===== src/rtl/pcie_x1_sym_pkg.sv =====
// Shared symbol constants and FSM encoding for the x1 byte-wide lane Tx path.
//   K_* / D_IDL : 8b symbol codes (K codes are only meaningful with the K flag set)
//   PEND_MAX    : saturation value of the pending-SKP-set counter (2-bit)
//   state_t     : SKP scheduler FSM states
//   is_pkt_start / is_pkt_end : packet framing decode on an accepted symbol
package pcie_x1_sym_pkg;

  localparam logic [7:0] K_COM = 8'hBC;
  localparam logic [7:0] K_SKP = 8'h1C;
  localparam logic [7:0] K_STP = 8'hFB;
  localparam logic [7:0] K_SDP = 8'h5C;
  localparam logic [7:0] K_END = 8'hFD;
  localparam logic [7:0] K_EDB = 8'hFE;
  localparam logic [7:0] D_IDL = 8'h00;

  localparam int PEND_MAX = 3;

  typedef enum logic {
    ST_RUN = 1'b0,
    ST_SKP = 1'b1
  } state_t;

  function automatic logic is_pkt_start(input logic [7:0] data, input logic kcntl);
    return kcntl && (data == K_STP || data == K_SDP);
  endfunction

  function automatic logic is_pkt_end(input logic [7:0] data, input logic kcntl);
    return kcntl && (data == K_END || data == K_EDB);
  endfunction

endpackage


===== src/rtl/pcie_x1_skp_sched_if.sv =====
// Symbol stream between the upstream symbol mux, the SKP scheduler and the PCS Tx.
//   in_data/in_kcntl/in_valid : upstream symbol offered to the scheduler
//   in_ready                  : scheduler accepts the offered symbol this cycle
//   out_data/out_kcntl        : registered symbol towards the PCS
// master = upstream/PCS side (bench), slave = scheduler.
interface pcie_x1_skp_sched_if;
  logic [7:0] in_data;
  logic       in_kcntl;
  logic       in_valid;
  logic       in_ready;
  logic [7:0] out_data;
  logic       out_kcntl;

  modport master (
    output in_data, in_kcntl, in_valid,
    input  in_ready, out_data, out_kcntl
  );

  modport slave (
    input  in_data, in_kcntl, in_valid,
    output in_ready, out_data, out_kcntl
  );
endinterface


===== src/rtl/pcie_x1_skp_interval_cnt.sv =====
// SKP interval counter and pending-set bookkeeping.
//   clk_in, rst_n : symbol clock, async active-low reset
//   skp_disable   : hold counter at 0, drop forces, clear pending (except mid-set)
//   skp_force     : one extra set request
//   set_active    : a SKP set is being emitted; pending is kept so it can finish
//   dec           : the set in flight has emitted its last SKP
//   pend_cnt      : saturating count of sets still owed
//   skp_overrun   : registered pulse when a request was lost to saturation
module pcie_x1_skp_interval_cnt
  import pcie_x1_sym_pkg::*;
#(
  parameter int SKP_INTERVAL = 1180,
  parameter int CNT_W        = 11
) (
  input  logic       clk_in,
  input  logic       rst_n,
  input  logic       skp_disable,
  input  logic       skp_force,
  input  logic       set_active,
  input  logic       dec,
  output logic [1:0] pend_cnt,
  output logic       skp_overrun
);

  logic [CNT_W-1:0] cnt;
  logic             wrap;
  logic [2:0]       base;
  logic [2:0]       req;
  logic [2:0]       net;
  logic [1:0]       pend_nxt;
  logic             overrun_nxt;

  assign wrap = (cnt == CNT_W'(SKP_INTERVAL - 1));

  // Decrement is applied before the new requests, then the sum saturates.
  // NOTE: every always_comb output gets a default first so no path can infer a latch.
  always_comb begin
    base        = {1'b0, pend_cnt};
    req         = '0;
    net         = '0;
    pend_nxt    = pend_cnt;
    overrun_nxt = 1'b0;
    if (dec && pend_cnt != 2'd0) base = base - 3'd1;
    if (skp_disable) begin
      pend_nxt = set_active ? base[1:0] : 2'd0;
    end else begin
      req = {2'b00, wrap} + {2'b00, skp_force};
      net = base + req;
      if (net > 3'(PEND_MAX)) begin
        pend_nxt    = 2'(PEND_MAX);
        overrun_nxt = 1'b1;
      end else begin
        pend_nxt = net[1:0];
      end
    end
  end

  // NOTE: sequential state uses non-blocking assignments only, so every flop
  // samples the pre-edge values regardless of statement order.
  // NOTE: this block holds only a handful of control flops, so all of them take
  // the async reset; there is no storage array that would need to skip it.
  always_ff @(posedge clk_in or negedge rst_n) begin
    if (!rst_n) begin
      cnt         <= '0;
      pend_cnt    <= '0;
      skp_overrun <= 1'b0;
    end else begin
      if (skp_disable || wrap) cnt <= '0;
      else                     cnt <= cnt + CNT_W'(1);
      pend_cnt    <= pend_nxt;
      skp_overrun <= overrun_nxt;
    end
  end

endmodule


===== src/rtl/pcie_x1_skp_sched.sv =====
// Tx-side SKP ordered-set scheduler for the x1 byte-wide lane.
// Inserts COM + NUM_SKP x SKP into the symbol stream at packet boundaries
// once a set is owed, stalling the upstream while the set is emitted.
//   clk_in, rst_n  : symbol clock, async active-low reset
//   skp_disable    : stop scheduling (a set in flight still completes)
//   skp_force      : request one extra set
//   sym (slave)    : upstream symbol in / registered symbol out
//   skp_sent       : pulse aligned with COM on sym.out_data
//   skp_pending    : at least one set owed
//   skp_overrun    : set request lost to saturation
//   tx_underrun    : upstream went idle inside a packet
module pcie_x1_skp_sched
  import pcie_x1_sym_pkg::*;
#(
  parameter int SKP_INTERVAL = 1180,
  parameter int NUM_SKP      = 3,
  parameter int CNT_W        = 11
) (
  input  logic               clk_in,
  input  logic               rst_n,
  input  logic               skp_disable,
  input  logic               skp_force,
  pcie_x1_skp_sched_if.slave sym,
  output logic               skp_sent,
  output logic               skp_pending,
  output logic               skp_overrun,
  output logic               tx_underrun
);

  localparam logic [2:0] IDX_LAST = 3'(NUM_SKP - 1);

  state_t     state, state_nxt;
  logic [2:0] idx, idx_nxt;
  logic       in_pkt, in_pkt_nxt;
  logic [1:0] pend_cnt;
  logic       start_set;
  logic       ready;
  logic       accept;
  logic       dec;
  logic [7:0] data_nxt;
  logic       kcntl_nxt;
  logic       sent_nxt;
  logic       underrun_nxt;

  pcie_x1_skp_interval_cnt #(
    .SKP_INTERVAL (SKP_INTERVAL),
    .CNT_W        (CNT_W)
  ) u_interval_cnt (
    .clk_in      (clk_in),
    .rst_n       (rst_n),
    .skp_disable (skp_disable),
    .skp_force   (skp_force),
    .set_active  (state == ST_SKP),
    .dec         (dec),
    .pend_cnt    (pend_cnt),
    .skp_overrun (skp_overrun)
  );

  // A set may only start between packets; mid-packet it waits for END/EDB.
  assign start_set   = (pend_cnt != 2'd0) && !in_pkt;
  assign sym.in_ready = rst_n && ready;
  assign accept      = sym.in_valid && ready;
  assign skp_pending = (pend_cnt != 2'd0);

  always_comb begin
    state_nxt    = state;
    idx_nxt      = idx;
    data_nxt     = D_IDL;
    kcntl_nxt    = 1'b0;
    sent_nxt     = 1'b0;
    underrun_nxt = 1'b0;
    dec          = 1'b0;
    ready        = 1'b0;
    case (state)
      ST_RUN: begin
        ready = !start_set;
        if (start_set) begin
          data_nxt  = K_COM;
          kcntl_nxt = 1'b1;
          sent_nxt  = 1'b1;
          idx_nxt   = '0;
          state_nxt = ST_SKP;
        end else if (sym.in_valid) begin
          data_nxt  = sym.in_data;
          kcntl_nxt = sym.in_kcntl;
        end else if (in_pkt) begin
          underrun_nxt = 1'b1;
        end
      end
      ST_SKP: begin
        data_nxt  = K_SKP;
        kcntl_nxt = 1'b1;
        idx_nxt   = idx + 3'd1;
        if (idx == IDX_LAST) begin
          dec       = 1'b1;
          state_nxt = ST_RUN;
        end
      end
      default: state_nxt = ST_RUN;
    endcase
  end

  always_comb begin
    in_pkt_nxt = in_pkt;
    if (accept && is_pkt_start(sym.in_data, sym.in_kcntl))    in_pkt_nxt = 1'b1;
    else if (accept && is_pkt_end(sym.in_data, sym.in_kcntl)) in_pkt_nxt = 1'b0;
  end

  always_ff @(posedge clk_in or negedge rst_n) begin
    if (!rst_n) begin
      state         <= ST_RUN;
      idx           <= '0;
      in_pkt        <= 1'b0;
      sym.out_data  <= D_IDL;
      sym.out_kcntl <= 1'b0;
      skp_sent      <= 1'b0;
      tx_underrun   <= 1'b0;
    end else begin
      state         <= state_nxt;
      idx           <= idx_nxt;
      in_pkt        <= in_pkt_nxt;
      sym.out_data  <= data_nxt;
      sym.out_kcntl <= kcntl_nxt;
      skp_sent      <= sent_nxt;
      tx_underrun   <= underrun_nxt;
    end
  end

endmodule


===== src/flat_wrapper.sv =====
// flat-port wrapper written by rule: the top's interface ports become plain ports
module pcie_x1_skp_sched_flat import pcie_x1_sym_pkg::*;
#(
  parameter int SKP_INTERVAL = 1180,
  parameter int NUM_SKP      = 3,
  parameter int CNT_W        = 11
)
  (clk_in, rst_n, skp_disable, skp_force, skp_sent, skp_pending, skp_overrun, tx_underrun, sym_in_data, sym_in_kcntl, sym_in_valid, sym_in_ready, sym_out_data, sym_out_kcntl);
  pcie_x1_skp_sched_if sym_i ();
  input  logic clk_in;
  input  logic rst_n;
  input  logic skp_disable;
  input  logic skp_force;
  output logic skp_sent;
  output logic skp_pending;
  output logic skp_overrun;
  output logic tx_underrun;
  input wire logic [$bits(sym_i.in_data)-1:0] sym_in_data;
  input wire logic [$bits(sym_i.in_kcntl)-1:0] sym_in_kcntl;
  input wire logic [$bits(sym_i.in_valid)-1:0] sym_in_valid;
  output wire logic [$bits(sym_i.in_ready)-1:0] sym_in_ready;
  output wire logic [$bits(sym_i.out_data)-1:0] sym_out_data;
  output wire logic [$bits(sym_i.out_kcntl)-1:0] sym_out_kcntl;
  assign sym_i.in_data = sym_in_data;
  assign sym_i.in_kcntl = sym_in_kcntl;
  assign sym_i.in_valid = sym_in_valid;
  assign sym_in_ready = sym_i.in_ready;
  assign sym_out_data = sym_i.out_data;
  assign sym_out_kcntl = sym_i.out_kcntl;
  pcie_x1_skp_sched #(.SKP_INTERVAL(SKP_INTERVAL), .NUM_SKP(NUM_SKP), .CNT_W(CNT_W)) u_core (.clk_in(clk_in), .rst_n(rst_n), .skp_disable(skp_disable), .skp_force(skp_force), .sym(sym_i), .skp_sent(skp_sent), .skp_pending(skp_pending), .skp_overrun(skp_overrun), .tx_underrun(tx_underrun));
endmodule

===== config.mk =====
export PLATFORM = sky130hd
export DESIGN_NAME = pcie_x1_skp_sched_flat
export DESIGN_NICKNAME = d
export VERILOG_FILES = /design/src/rtl/pcie_x1_sym_pkg.sv /design/src/rtl/pcie_x1_skp_sched_if.sv /design/src/rtl/pcie_x1_skp_interval_cnt.sv /design/src/rtl/pcie_x1_skp_sched.sv /design/src/flat_wrapper.sv
export SDC_FILE = /design/constraint.sdc
export NUM_CORES = 1
export LEC_CHECK = 0
export CAP_MARGIN = 20
export CORE_MARGIN = 3
export CORE_UTILIZATION = 45
export CTS_CLUSTER_DIAMETER = 150
export CTS_CLUSTER_SIZE = 8
export DETAILED_ROUTE_END_ITERATION = 16
export PLACE_DENSITY_LB_ADDON = 0.08
export RECOVER_POWER = 50
export SLEW_MARGIN = 20
export SYNTH_ARGS = -nofsm -noshare
export SYNTH_HDL_FRONTEND = slang
export SYNTH_SLANG_ARGS = --single-unit

===== constraint.sdc =====
create_clock -name clk_in -period 3.1 [get_ports clk_in]
set_clock_uncertainty 0.05 [all_clocks]
set_input_delay 0.775 -clock clk_in [delete_from_list [all_inputs] [get_ports clk_in]]
set_output_delay 0.775 -clock clk_in [all_outputs]
set_load 0.02 [all_outputs]

# After elaboration in Yosys (flattened, before gate mapping)
# Index checks and enable logic that the tools add are counted.
# totals
register_bits	30
output_inout_bits	14
inputBits	14
# op_classes
addsub	5
muxes	28
bitwise	1
eq_ne	7
n_lt_le_gt_ge	1
reduce_logical	15
# op_table
operator	n
equality test 8 bit, second input constant	3
2-to-1 mux 1 bit	16
2-to-1 mux 8 bit	2
one-hot mux 8 bit (2 select lines)	1
adder 11 x 1 -> 11 bit, second input constant	1
equality test 11 bit, second input constant	1
2-to-1 mux 11 bit	1
equality test 8 x 7 -> 1 bit, second input constant	1
logical AND 1 bit	8
2-to-1 mux 2 bit	3
2-to-1 mux 3 bit	2
one-hot mux 3 bit (2 select lines)	1
one-hot mux 1 bit (2 select lines)	2
nonzero test 2 bit	2
adder 3 x 1 -> 3 bit, second input constant	1
adder 3 x 2 -> 3 bit	1
equality test 3 x 2 -> 1 bit, second input constant	1
> comparator 3 x 2 -> 1 bit, second input constant	1
logical OR 1 bit	3
subtractor 2 x 1 -> 3 bit, second input constant	1
adder 1 x 1 -> 2 bit	1
zero test 1 bit	2
inequality test 2 x 1 -> 1 bit, second input constant	1
NOT 1 bit	1

# Logic depth before layout (Yosys ltp)
# logic_depth
ltp_word	9
ltp_mapped	10
ltp_nobuf	10

# By module
# A second synthesis with hierarchy kept.
# unflattened
cells_unflattened	138
area_unflattened_um2	1486.4
# by_module_without_submodules
mod	cells_per_inst	instances	area_each_um2	seq_area_each_um2
pcie_x1_skp_interval_cnt	78	1	797.0	350.3
pcie_x1_skp_sched	60	1	689.4	400.4

# Worst setup path before layout
# No wires, ideal clock.
# synth_path
path_type	register to register
from	register u_core.u_interval_cnt.pend_cnt[0]
to	register u_core.u_interval_cnt.pend_cnt[0]
t_required_ns	2.924
stages_incl_launch_ff	11
arrival_time_ns	2.227
slack_ns	0.697
path_buffers	0
synth_period_minus_slack_ns	2.403
cell_sequence	dfrtp_1 inv_1 ha_1 and4bb_2 xnor2_1 fa_1 ha_1 nand2b_1 a21oi_1 a31o_2 a311o_1
# synth_via
elab_chain_cells	7
elab_cells_between_ends	9
classes_between	2 x add/sub; 1 x order compare; 4 x mux; 2 x reduce/logical
# synth_lines
element	line_no	source
from (decl)	pcie_x1_skp_interval_cnt.sv:21	output logic [1:0] pend_cnt,
from (signal assigned)	pcie_x1_skp_interval_cnt.sv:70	pend_cnt <= pend_nxt;
parallel branches: the longest is 2 deep, another holds subtractor 2 x 1 -> 3 bit	-	
2-to-1 mux 3 bit (*)	pcie_x1_skp_interval_cnt.sv:43	if (dec && pend_cnt != 2'd0) base = base - 3'd1;
adder 3 x 2 -> 3 bit	pcie_x1_skp_interval_cnt.sv:48	net = base + req;
> comparator 3 x 2 -> 1 bit	pcie_x1_skp_interval_cnt.sv:49	if (net > 3'(PEND_MAX)) begin
2-to-1 mux 2 bit	pcie_x1_skp_interval_cnt.sv:49	
2-to-1 mux 2 bit (*)	pcie_x1_skp_interval_cnt.sv:44	if (skp_disable) begin
named net u_core.u_interval_cnt.pend_nxt[0]	pcie_x1_skp_interval_cnt.sv:30	logic [1:0] pend_nxt;
# Mark *: on every way through the listed nets, which the timed path passes.
# A chain may end at the register's enable or synchronous reset.

# Final worst setup path
# layout_path
from	input port rst_n
to	output port sym_in_ready
# layout_via
elab_chain_cells	1
# layout_lines
element	line_no	source
from (decl)	flat_wrapper.sv:11	input logic rst_n;
logical AND 1 bit	pcie_x1_skp_sched.sv:61	assign sym.in_ready = rst_n && ready;
to (decl)	flat_wrapper.sv:21	output wire logic [$bits(sym_i.in_ready)-1:0] sym_in_ready;
# No other way between the ends.

==> impl_metrics.yaml <==
job:
  cap_violations: 1
place:
  io_buffers: 27
  post-dp-hpwl_microns: 2040
  gp_congestion: 0.782
worst_hold_path:
  min_path_type: "flop to flop"
worst_setup_path:
  critPathKind: "input port to primary output"
  end_kind: "primary output"
  path_max_fanout: 2
  worstSetupStartpointType: "input port"
  arrival_ns: 2.11
  crit_required_ns: 2.27
sta:
  rsz0062_at_grt: "no"
  finalCritPeriodShare: 0.947
  maxSlewViolCount: 31
  hold_viol: 0
  finalSetupViolations: 0
  slew_headroom: -0.0341
  worstMarginPinSlew_ns: 1.55
  max_freq_ghz: 0.341
  min_period_ns: 2.93
  tns_ns: 0
clock_network:
  cts_tree: "yes"
  cts-resized-gates: 0
  cts_buffers: 5
  cts-root-buf: "clkbuf_4"
  h-tree-depth: 2
  cts_setup_buffers: 0
  clk_pin_slew_worst_paths_ns: 0.08
  insertion_delay_ns: 0.32
  ctsHoldBuffers: 0
  cts_buffer_depth: 2
  clock-sinks: 30
cells_and_area:
  multiInputGateArea_sq_um: 617
  diodes: 0
  final_nets: 191
  nFillCells: 243
  drive_gt1_frac: 0.0588
  areaGrowthSynthToFinish_pct: 28.1
  seq_area_sq_um: 751
synthesis:
  yosysWarnings: 0
  avgSynthCellArea_sq_um: 10.4
  syn_area_sq_mm: 0.00141
  synth_seq_area_share: 0.531
  synth_cell_types: 34
  postSynthCellCount: 136
  syn_nets: 157
  ys_ff_latch: 30
run_status:
  failed_checks: "max-capacitance violations, max-slew violations"
  outcome: "finished, violations left"
route:
  postRouteAntennaNets: 0
  num_vias: 1069
  routed_wirelength_microns: 2690
  first_pass_iters: 5
  wl_per_cell_microns: 12.7
  viasPerCell: 5.04
  drc_errors: 0
  dr.first_iter.drc_count: 57
floorplanning:
  die_y_microns: 62.0
  initial_utilization: 0.491
  rows: 19
  dieWidth_microns: 62.0
  core_sq_mm: 0.00288
  dieArea_sq_mm: 0.00385
  io_pins: 28
global_routing:
  grt_pass1_vias: 1093
  grt_max_degree: 31
  grtUsageTotal: 0.161
  grt_antenna_before_repair: 0
  grt_overflow: 0
  grt_pass1_wl_microns: 4330
pwr:
  powerDensity_mw_per_mm2: 678
  peakVddDrop_mv: 0.450
  p_clk_frac: 0.253
  sequentialPowerShare: 0.413
  pwr-share-comb: 0.334
  netSwitchingPower_uw: 382
  p_leak_uw: 0.000768
  swShare: 0.311
  total_power_uw: 1230
  intPower_uw: 846
-- stage by stage --
stage               instances  instance area [sq um]  utilization  setup slack (ns)  hold WS (ns)
detailed placement        205                   1740        0.603             0.245         0.408
global placement          205                   1740        0.603             0.227         0.397
finish                    212                   1810        0.629             0.165         0.412
floorplan                 136                   1410            -             0.697         0.380
global route              212                   1810        0.629             0.116         0.445
CTS                       212                   1820        0.632             0.190         0.417
-- Yosys cell counts (all sizes together) --
master / number / area [sq um]
a21oi: 3 / 15.0
nor4: 2 / 12.5
nand2: 16 / 60.1
inv: 8 / 30.0
nor3: 5 / 30.0
nand4: 2 / 12.5
xor2: 3 / 26.3
a311o: 2 / 20.0
o41ai: 1 / 8.76
a31o: 1 / 8.76
nand2b: 1 / 6.26
buf: 1 / 11.3
or4bb: 1 / 11.3
nand4b: 1 / 8.76
or4b: 1 / 10.0
fa: 1 / 20.0
xnor2: 8 / 70.1
and4bb: 1 / 12.5
dfrtp: 30 / 751
o31ai: 1 / 7.51
or2: 1 / 6.26
clkbuf: 1 / 3.75
a31oi: 1 / 6.26
and2: 4 / 25.0
nor3b: 1 / 7.51
o21ai: 3 / 15.0
ha: 6 / 75.1
nor2b: 3 / 18.8
nand3b: 1 / 7.51
nand3: 4 / 20.0
a21o: 2 / 15.0
nor2: 19 / 71.3
and4: 1 / 8.76
-- state kept, by name, summed over array words and instances (netlist names) --
register	cells
u_core.u_interval_cnt.cnt	11
u_core.sym.out_data	8
u_core.idx	3
u_core.u_interval_cnt.pend_cnt	2
u_core.in_pkt	1
u_core.skp_sent	1
u_core.state	1
u_core.sym.out_kcntl	1
u_core.tx_underrun	1
u_core.u_interval_cnt.skp_overrun	1
-- power groups by stage --
stage	registers (uW)	clock network, uW	logic [uW]
after floorplan	537	0	229
after global placement	514	0	407
after detailed placement	516	0	416
after CTS	508	322	420
after global routing	519	339	450
final	507	311	409
-- layer usage --
layer | GRT usage | wire length [microns] | vias to the layer above
met2 | 0.265 | 1380 | 28
li1 | - | - | 530
met5 | 0 | 0 | -
met3 | 0.0558 | 219 | 2
met1 | 0.176 | 1080 | 509
met4 | 0.100 | 19 | 0
-- layout by cell type, fill, tap and decap left out, types with 3 or more instances in the layout --
cell type,count
a21oi_1,3
and2_1,4
clkbuf_4,5
clkdlybuf4s50_1,25
dfrtp_1,30
ha_1,6
inv_1,8
nand2_1,16
nand3_1,4
nor2_1,19
nor2b_1,3
nor3_1,4
o21ai_0,3
xnor2_1,8
xor2_1,3
-- cell type report --
class	instances	area share
multi-input cells	96	0.341
flip-flops and latches	30	0.415
clock buffers	6	0.0284
repair buffers	29	0.154
inverters	8	0.0166
clock inverters	1	0.0166
well taps	42	0.0290
-- critical path: stages --
cell and delay [ns]:
dlygate4sd3_1 0.59, and2_1 0.14, clkdlybuf4s50_1 0.61
-- final timing paths --
check                                             startpoint                                 to  slack (ns)  cells after the start
max                                                    rst_n                       sym_in_ready        0.17                      3
min reg2reg                     u_core.u_interval_cnt.cnt[0]       u_core.u_interval_cnt.cnt[0]        0.41                      1
max reg2reg                u_core.u_interval_cnt.pend_cnt[0]  u_core.u_interval_cnt.pend_cnt[0]        0.47                     10
max in group asynchronous                              rst_n       u_core.u_interval_cnt.cnt[2]        0.68                      2
min                             u_core.u_interval_cnt.cnt[0]       u_core.u_interval_cnt.cnt[0]        0.41                      1
min in group asynchronous                              rst_n  u_core.u_interval_cnt.pend_cnt[0]        1.41                      2
-- kinds of logic (layout without fill, tap and decap cells) --
family,count (synthesis),in the layout,synth area share
XOR/XNOR,11,11,0.0682
AND/OR/NAND/NOR,64,64,0.233
buffers and inverters,10,44,0.0319
adder cells (fa/ha/maj),7,7,0.0673
AO/OA/AOI/OAI,14,14,0.0682
flip-flops,30,30,0.531
(Power assumes the default switching activity.)
